<file path="src/rtl/cache_line.sv">
// One cache line (valid, dirty, tag, data block) with its tag comparator and the
// 4-way LRU age tracker for the set. The dirty output is named dout because do is a reserved word.

module tag_eq #(
    parameter int unsigned W = 19
) (
    input  logic [W-1:0] a,
    input  logic [W-1:0] b,
    output logic         eq
);

    // Purely combinational bitwise equality over the full width.
    assign eq = (a == b);

endmodule

module cache_line #(
    parameter int unsigned TAG_W = 19,
    parameter int unsigned BLK_W = 512
) (
    input  logic             clk,
    input  logic             rst_b,
    input  logic             v,
    input  logic             d,
    input  logic [TAG_W-1:0] tag,
    input  logic [BLK_W-1:0] blk,
    output logic             vo,
    output logic             dout,
    output logic [TAG_W-1:0] tago,
    output logic [BLK_W-1:0] blko,
    input  logic [TAG_W-1:0] cmp_tag,
    output logic             match,
    output logic             hit,
    input  logic [1:0]       updated,
    output logic [1:0]       oldest
);

    localparam int unsigned NUM_WAYS = 4;
    localparam int unsigned AGE_W    = 2;

    // Reset ordering: way 0 oldest (age 3), way 3 most recent (age 0).
    localparam logic [NUM_WAYS-1:0][AGE_W-1:0] AGE_RST = {2'd0, 2'd1, 2'd2, 2'd3};

    logic [NUM_WAYS-1:0][AGE_W-1:0] age_q;
    logic [NUM_WAYS-1:0][AGE_W-1:0] age_nxt;
    logic [AGE_W-1:0]               u_age;
    logic [1:0]                     oldest_nxt;

    tag_eq #(
        .W (TAG_W)
    ) u_tag_eq (
        .a  (tago),
        .b  (cmp_tag),
        .eq (match)
    );

    assign hit = match & vo;

    // Ages younger than the accessed way shift up by one; the accessed way becomes MRU.
    // Re-touching the MRU way leaves everything as is since nothing is younger than 0.
    always_comb begin
        age_nxt = age_q;
        u_age   = age_q[updated];
        for (int i = 0; i < NUM_WAYS; i++) begin
            if (updated == 2'(i)) begin
                age_nxt[i] = '0;
            end else if (age_q[i] < u_age) begin
                age_nxt[i] = age_q[i] + AGE_W'(1);
            end
        end
    end

    // Exactly one way carries age 3 while ages stay a permutation.
    always_comb begin
        oldest_nxt = 2'd0;
        for (int i = 0; i < NUM_WAYS; i++) begin
            if (age_nxt[i] == AGE_W'(3)) begin
                oldest_nxt = 2'(i);
            end
        end
    end

    always_ff @(posedge clk) begin
        if (!rst_b) begin
            vo     <= 1'b0;
            dout   <= 1'b0;
            tago   <= '0;
            blko   <= '0;
            age_q  <= AGE_RST;
            oldest <= 2'd0;
        end else begin
            vo     <= v;
            dout   <= d;
            tago   <= tag;
            blko   <= blk;
            age_q  <= age_nxt;
            oldest <= oldest_nxt;
        end
    end

endmodule

</file>
<file path="config.mk">
export PLATFORM = sky130hd
export DESIGN_NAME = cache_line
export DESIGN_NICKNAME = d
export VERILOG_FILES = /design/src/rtl/cache_line.sv
export SDC_FILE = /design/constraint.sdc
export NUM_CORES = 1
export LEC_CHECK = 0
export BUFFER_PORTS_ARGS = -buffer_cell sky130_fd_sc_hd__buf_2
export CAP_MARGIN = 10
export CORE_AREA = 5 5 424 426
export DETAILED_ROUTE_END_ITERATION = 16
export DIE_AREA = 0 0 429 431
export PLACE_DENSITY = 0.3
export SLEW_MARGIN = 10
export SYNTH_ARGS = -nofsm -noshare
export SYNTH_HDL_FRONTEND = slang
export SYNTH_SLANG_ARGS = --single-unit
</file>
<file path="constraint.sdc">
create_clock -name clk -period 2.7 [get_ports clk]
set_input_delay 0.27 -clock clk [delete_from_list [all_inputs] [get_ports clk]]
set_output_delay 0.27 -clock clk [all_outputs]
set_load 0.05 [all_outputs]
</file>
==> metrics.txt <==
slew margin rel.=0.478; final core utilization=0.178; Internal=15.7 mW; Worst Setup Slack, final=0.347 ns; met3 routed WL=9100 um; area delta synth->final=108%; post-route minimum period=2.35 ns; Max VDD drop=0.402 mV; Yosys reg bits=543; ys async rst share=0; ANT nets after route=0; achievable frequency=0.425 GHz; Vias=14600; Primary FF master, synth=dfxtp_1; number of remaining DRC errors=0; number of synthesized flops with an enable pin=0; Final Slew Violations=0; TritonCTS Buffers=71; clock sink count=543; Final nets=3429; Post-Route WL=107000 um; WS Path Type=flop to output pin; fraction of layout cells with a size suffix above 1=0.418; combinational share of power=0.183; max-cap violations=0; Reg power frac=0.386; post-synthesis sequential area ratio=0.724; syn nets=1771; Total Routing Usage GR=0.112; chip width=429 um; vias in the first global route=15900; CP Launch Type=flop; GR Overflow Total=0; Worst Tran Pin Value=0.782 ns; Die Area=185000 um2; pre-CTS setup slack=0.253 ns; antenna violations before repair=45; Hold WC Path Type=input pin to flop; Yosys cell types=29; met1 WL=44500 um; switching part of the total=0.305; Fin Setup TNS=0 ns; routability cong.=0.898; core area=175000 um2; CTS tree=yes; met2 WL=50600 um; worst path cell trace=xor2_1 -> nor4_1 -> nand2_1 -> nor4_2 -> buf_2; Hold Vio Cnt, Final=0; Worst Setup End Kind=output pin; port bufs=1092; Vias/cell=2.77; Avg Inst Size Synth=12.4 um2; clk buf depth=3; root buf cell=clkbuf_16; largest fanout on the critical path=2; Starting Density=0.0856; largest net degree at the start of global routing=77; first-pass GRT wire length=140000 um; DP HPWL=89600 um; Worst path max stage delay=0.33 ns; RSZ-0062 raised after global routing=no; drt first pass iters=4; Yosys Warn Count=0; WL per Instance=20.3 um; Critical Path RT=2.43 ns; Pleak=14.4 nW; status=completed; H-Tree Depth=3; Slowest-stage cell, CP=dfxtp_1; Synth Instances=1211; Die H=431 um; WP buf/inv=1; mapped cell area=15000 um2; cell row count=154; Worst-path clk slew=0.06 ns; worst skew pair latency=0.64 ns; final count of negative-setup-slack endpoints=0; Final Cycle Share=0.871; IO Pins=1093; family with the most delay on the worst path=simple AND/OR/NAND/NOR gates; Setup Fix Bufs, Post-CTS=0; clock share of power=0.431; net load switching power=6.86 mW; Critical Path AT=2.08 ns; Worst Clk Skew=0.00375 ns; 1st-iter DRT viols=565; Pwr Density=723 nW/um2; uppermost layer routed=met5
-- synthesized netlist by cell type (all sizes together), types with 2 or more instances --
cell      n  share of area
xor2     16         0.0093
and3      4         0.0020
o21ai     3         0.0010
nand2b    4         0.0017
inv       6         0.0015
mux4      2         0.0033
nand2     4         0.0010
dfxtp   543           0.72
clkbuf   60          0.015
nand3     2        0.00067
nor3b     2         0.0010
ha        4         0.0033
and2    533           0.22
o22ai     2        0.00083
nor4      5         0.0021
nor2      3        0.00075
xnor2     7         0.0041
or3b      2         0.0012
-- kinds of logic (layout without fill, tap and decap cells) --
logic type,Yosys count,count (layout),synth area share
simple gates,563,563,0.235
xor+xnor,23,23,0.0134
compound gates,10,10,0.00483
flops,543,543,0.724
fa+ha+maj,4,4,0.00333
buf+inv,66,1774,0.0165
other cells,0,22,0
mux,2,2,0.00325
-- layout by cell type, fill, tap and decap left out, drive strengths merged --
cell            n
nor2b           1
ha              4
nand3           2
or3b            2
o311a           1
o21a            1
nor2            3
clkinvlp        5
dfxtp         543
inv             9
o22ai           2
mux4            2
buf          1109
o31ai           1
or2             1
clkinv          9
diode          22
nor4b           1
xor2           16
nand2           4
nand2b          4
nor4            5
and2          533
nor3            1
o21ba           1
o21ai           3
a32o            1
bufinv          4
xnor2           7
clkbuf        102
nor3b           2
and3            4
dlygate4sd3   536
-- through the flow --
stage	std cells	hold WS, ns	cell area (um2)	total power, mW
after floorplan	1211	0.392	15000	10.9
after global placement	4600	0.475	23400	12.4
after detailed placement	4600	0.478	23400	12.4
after CTS	5259	0.0941	31100	23.1
after global routing	5268	0.131	31100	23.6
final	5281	0.170	31200	22.5
-- power groups by stage --
stage | logic (mW) | clock network, mW | registers [mW]
after detailed placement | 3.49 | 0 | 8.86
after floorplan | 0.597 | 0 | 10.3
after global placement | 3.52 | 0 | 8.87
after global routing | 4.37 | 10.5 | 8.73
after CTS | 4.21 | 10.2 | 8.70
final | 4.12 | 9.72 | 8.68
-- state kept, by name, indices dropped and copies added, names as in the netlist --
signal / cells
tago: 19
dout: 1
age_q: 8
vo: 1
oldest: 2
blko: 512
-- layout make-up --
class,instances,area (um2)
clock inverters,21,288
well taps,2340,2930
clock buffers,102,2050
inverters,6,22.5
repair buffers,1645,11000
flip-flops and latches,543,10900
diodes,22,55.1
fillers,19800,144000
multi-input cells,602,3900
-- path summary, 6_finish.rpt --
path | cells after the start | slack (ns) | endpoint | startpoint
max | 5 | 0.35 | hit | tago[3]$_SDFF_PN0_
min | 2 | 0.17 | blko[197]$_SDFF_PN0_ | rst_b
max reg2reg | 7 | 0.39 | oldest[0]$_SDFF_PN0_ | age_q[3]$_SDFF_PN1_
min reg2reg | 2 | 0.59 | age_q[1]$_SDFFE_PN1P_ | age_q[1]$_SDFFE_PN1P_
-- layer usage --
layer,vias up,GRT usage
li1,7046,-
met1,6762,0.134
met2,623,0.181
met3,162,0.0441
met4,10,0.0389
met5,-,0
-- repair_timing --
| item | in CTS | in global routing |
|---|---|---|
| hold buffers | 536 | 0 |
| hold endpoints to repair | 540 | 0 |
| gates resized for setup | 0 | 0 |
Power figures use the tool's default switching activity.
